File: src/rtl/fifo_key_packer.sv
// Pops keys from the async FIFO read port and packs WAYS consecutive keys into
// one block on a valid/ready interface; flush pads a partial block with all-ones.
module fifo_key_packer #(
    parameter int KEYW = 32,
    parameter int WAYS = 8,
    parameter int CNTW = 32
) (
    input  logic                 CLK,
    input  logic                 RST,
    input  logic [KEYW-1:0]      din,
    input  logic                 din_empty,
    output logic                 din_deq,
    input  logic                 flush,
    output logic [KEYW*WAYS-1:0] dout,
    output logic                 dout_valid,
    input  logic                 dout_ready,
    output logic [CNTW-1:0]      blk_cnt
);
    localparam int CW  = $clog2(WAYS + 1);
    localparam int CW1 = CW + 1;
    localparam logic [CW-1:0]   FULL_C    = CW'(WAYS);
    localparam logic [CW:0]     FULL_O    = CW1'(WAYS);
    localparam logic [CW-1:0]   ONE_C     = CW'(1);
    localparam logic [CNTW-1:0] CNT_ONE_C = CNTW'(1);

    logic [KEYW*WAYS-1:0] pack_r;
    logic [KEYW*WAYS-1:0] dout_r;
    logic [CW-1:0]        count_r;
    logic [CW-1:0]        count_nxt_s;
    logic [CW-1:0]        base_s;
    logic [CW:0]          occ_s;
    logic                 pending_r;
    logic                 flush_pend_r;
    logic                 flush_pend_nxt_s;
    logic                 dout_valid_r;
    logic                 dout_valid_nxt_s;
    logic [CNTW-1:0]      blk_cnt_r;
    logic                 transfer_s;
    logic                 accept_s;
    logic                 pad_s;

    // Transfer/handshake decode, FIFO read strobe and next-state values
    always_comb begin
        accept_s   = dout_valid_r && dout_ready;
        transfer_s = (count_r == FULL_C) && (!dout_valid_r || dout_ready);
        // count never exceeds WAYS and is never full while a key is in flight
        pad_s      = flush_pend_r && !pending_r && (count_r != '0) && (count_r != FULL_C);
        base_s     = transfer_s ? '0 : count_r;
        occ_s      = {1'b0, base_s} + {{CW{1'b0}}, pending_r};
        din_deq    = !RST && !din_empty && !flush_pend_r && (occ_s < FULL_O);

        if (pending_r) begin
            count_nxt_s = base_s + ONE_C;
        end else if (pad_s) begin
            count_nxt_s = FULL_C;
        end else begin
            count_nxt_s = base_s;
        end

        if (flush_pend_r) begin
            if (transfer_s || ((count_r == '0) && !pending_r)) begin
                flush_pend_nxt_s = 1'b0;
            end else begin
                flush_pend_nxt_s = 1'b1;
            end
        end else begin
            flush_pend_nxt_s = flush;
        end

        if (transfer_s) begin
            dout_valid_nxt_s = 1'b1;
        end else if (accept_s) begin
            dout_valid_nxt_s = 1'b0;
        end else begin
            dout_valid_nxt_s = dout_valid_r;
        end
    end

    // Control state and accepted-block counter
    always_ff @(posedge CLK or posedge RST) begin
        if (RST) begin
            count_r      <= '0;
            pending_r    <= 1'b0;
            flush_pend_r <= 1'b0;
            dout_valid_r <= 1'b0;
            blk_cnt_r    <= '0;
        end else begin
            count_r      <= count_nxt_s;
            pending_r    <= din_deq;
            flush_pend_r <= flush_pend_nxt_s;
            dout_valid_r <= dout_valid_nxt_s;
            if (accept_s) begin
                blk_cnt_r <= blk_cnt_r + CNT_ONE_C;
            end
        end
    end

    // Pack buffer: arriving key lands in lane base_s, flush fills the tail with sentinels
    always_ff @(posedge CLK or posedge RST) begin
        if (RST) begin
            pack_r <= '0;
        end else begin
            for (int i = 0; i < WAYS; i++) begin
                if (pad_s && (CW'(i) >= count_r)) begin
                    pack_r[i*KEYW +: KEYW] <= {KEYW{1'b1}};
                end else if (pending_r && (CW'(i) == base_s)) begin
                    pack_r[i*KEYW +: KEYW] <= din;
                end
            end
        end
    end

    // Output block register: loads on transfer, otherwise held stable
    always_ff @(posedge CLK or posedge RST) begin
        if (RST) begin
            dout_r <= '0;
        end else if (transfer_s) begin
            dout_r <= pack_r;
        end
    end

    assign dout       = dout_r;
    assign dout_valid = dout_valid_r;
    assign blk_cnt    = blk_cnt_r;

endmodule

File: config.mk
export PLATFORM = sky130hd
export DESIGN_NAME = fifo_key_packer
export DESIGN_NICKNAME = d
export VERILOG_FILES = /design/src/rtl/fifo_key_packer.sv
export SDC_FILE = /design/constraint.sdc
export NUM_CORES = 1
export LEC_CHECK = 0
export ABC_CLOCK_PERIOD_IN_PS = 22900
export BUFFER_PORTS_ARGS = -buffer_cell sky130_fd_sc_hd__buf_2
export CAP_MARGIN = 10
export CORE_MARGIN = 2
export CORE_UTILIZATION = 50
export DETAILED_ROUTE_END_ITERATION = 10
export PLACE_DENSITY = 0.71
export SLEW_MARGIN = 20
export SYNTH_ARGS = -nofsm -noshare
export SYNTH_HDL_FRONTEND = slang
export SYNTH_SLANG_ARGS = --single-unit
File: constraint.sdc
create_clock -name CLK -period 22.9 [get_ports CLK]
set_input_delay 1.145 -clock CLK [delete_from_list [all_inputs] [get_ports CLK]]
set_output_delay 1.145 -clock CLK [all_outputs]
set_load 0.005 [all_outputs]
==> reports/metrics.yaml <==
synth_cell_types: 39
antenna_found_initial: 3
clkLatencyLatePin_ps: 600
synth.top_cells.by_count: "nand2_1, dfrtp_1, nand3_1"
cts-root-buf: "clkbuf_16"
finalSetupViolations: 0
critPathCaptureType: "output port"
io_buffers: 326
drive_above_1_share_pct: 19.2
area_growth_syn_to_layout_pct: 17.4
worst_slack_ps: 19010
cts_setup_buffers: 0
yosysTopAreaCell: "dfrtp_1"
yosysWarnings: 0
core_area_um2: 43100
cts.sinks: 551
startpoint_type: "flop"
clockBufferDepth: 3
initial_core_util_pct: 50.7
synth_area_leaders: "dfrtp_1, nand2_1, a221o_1"
top_layer: "met5"
syn_nets: 2245
ctsHtreeMaxLevel: 2
p_total_mw: 3.62
worst_ep_arrival_time_ps: 2750
cts.clk_slew.worst_paths_ps: 60
dp_hpwl_um: 39100
synth_top_cell_area_share_pct: 63.2
relSlewSlack_pct: 27.1
hold_viol_final: 0
numCtsBuffers: 54
worstMarginPinSlew_ps: 1090
async_flop_share_pct: 100
powerDensity_nw_per_um2: 141
max_cap_viol_count: 0
rsz0062_at_grt: "no"
fin_util_pct: 59.5
via_per_inst: 5.55
drv_slew: 0
gp_congestion: 0.821
route.met3.wl_um: 5200
critical_path_class: "flop to output port"
die_x_um: 213
stdcell_count: 3093
post-route-period-util_pct: 17.0
synth_ff_type: "dfrtp_1"
drt_pass1_iterations: 6
cts_tree: "built"
vias: 17200
wl_met1_um: 27400
grt_max_degree: 183
cts_hold_buf: 0
rows: 76
clock.fmax_mhz: 257
p_leak_nw: 13.0
grt_usage_pct: 28.9
outcome: "completed"
hold_path_class: "flop to flop"
routed-wl-met2_um: 29200
die_h_um: 213
layout_min_cycle_time_ps: 3890
gr-total-overflow: 0
worstPathMaxFanout: 63
vdd_ir_drop_max_v: 0.0000823
ys_seq_area_share_pct: 63.2
remaining_drc_errors: 0
yosysMostFrequentCell: "nand2_1"
crit_required_ps: 21760
synth-edff-count: 0
die_area_um2: 45400
synth.avg_cell_area_um2: 9.91
wirelength_um: 64500
cts_resized: 0
tns_ps: 0
netlist_area_um2: 21800
grt_pass1_vias: 16500
fin_nets: 2506
yosys_register_bits: 551
pre_cts_ws_ps: 18060
drt_first_iter_violations: 1688
clock_skew_ps: 14.8
post-place-cells: 2991
netlist_instances: 2202
wl_per_cell_um: 20.9
num_io_pins: 327
antenna_left: 0
grt_pass1_wl_um: 98400
critical path, cell delays in order, from the launching register on:
cell     delay, ps
dfrtp_2        690
buf_4          570
and4_1         300
nor2_1          50
nor2_1         270
nor4_1         110
buf_2          150
path summary, 6_finish.rpt:
check	slack [ps]	startpoint	cells past startpoint	to
setup / recovery	19010	pending_r	6	din_deq
hold reg to reg	460	pack_r[228]	2	dout[228]
max in group asynchronous	19140	RST	5	pack_r[237]
min in group asynchronous	710	RST	2	dout[121]
hold / removal	460	pack_r[228]	2	dout[228]
setup reg to reg	19240	count_r[1]	8	dout[168]
metrics by stage:
| stage | hold slack [ps] | cell area [µm²] |
|---|---|---|
| finish | 459 | 25600 |
| global route | 483 | 25600 |
| CTS | 461 | 25600 |
| detailed placement | 450 | 23800 |
| global placement | 445 | 23800 |
| floorplan | 432 | 21800 |
final cells by class:
cell class                 count  area (µm²)
antenna                        3        7.51
inverter                      17        71.3
multi-input combinational   1483        7370
clock inverter                 8        96.3
timing repair buffer         356        1890
sequential                   551       13800
tap                          585         732
clock buffer                  90        1670
fill                        3653       17400
cells by family (layout without fill, tap and decap cells):
logic type                 count (synthesis)  count (layout)  share of synthesized area (%)
AOI/OAI and AO/OA                        137             137                           5.65
xor gates and xnor gates                  31              31                           1.24
adders and majority gates                  6               6                          0.344
buffers and inverters                    168             471                           3.34
DFF                                      551             551                           63.2
muxes                                     43              43                           2.16
other                                      0               3                              0
and+or+nand+nor                         1266            1266                           24.1
sequential cells by signal, summed over array words and instances (netlist names):
name and flops:
count_r 4, dout 256, dout_valid 1, blk_cnt 32, flush_pend_r 1, pending_r 1
pack_r 256
layout by cell type, fill, tap and decap left out, types with 5 or more instances in the layout:
cell type / count
xnor2_1: 29
a221o_1: 86
clkbuf_16: 55
nand3_1: 105
dfrtp_1: 550
clkbuf_8: 16
nand2_1: 999
mux2_2: 28
nand4_1: 15
and4_1: 7
inv_1: 16
mux2i_1: 10
nor2_1: 28
and3_1: 86
mux2_1: 5
clkbuf_1: 19
buf_2: 326
ha_1: 6
o211ai_1: 41
buf_4: 25
routing by layer:
| layer | GRT usage (%) | vias up |
|---|---|---|
| met1 | 41.5 | 8593 |
| met3 | 6.31 | 138 |
| met5 | 0 | - |
| li1 | - | 7747 |
| met4 | 11.7 | 6 |
| met2 | 42.9 | 694 |
where the power goes:
group	switching [mW]	internal, mW
sequential	0.241	1.33
combinational	0.703	0.464
clock	0.366	0.516
No activity file was read; power rests on OpenSTA's default activity.
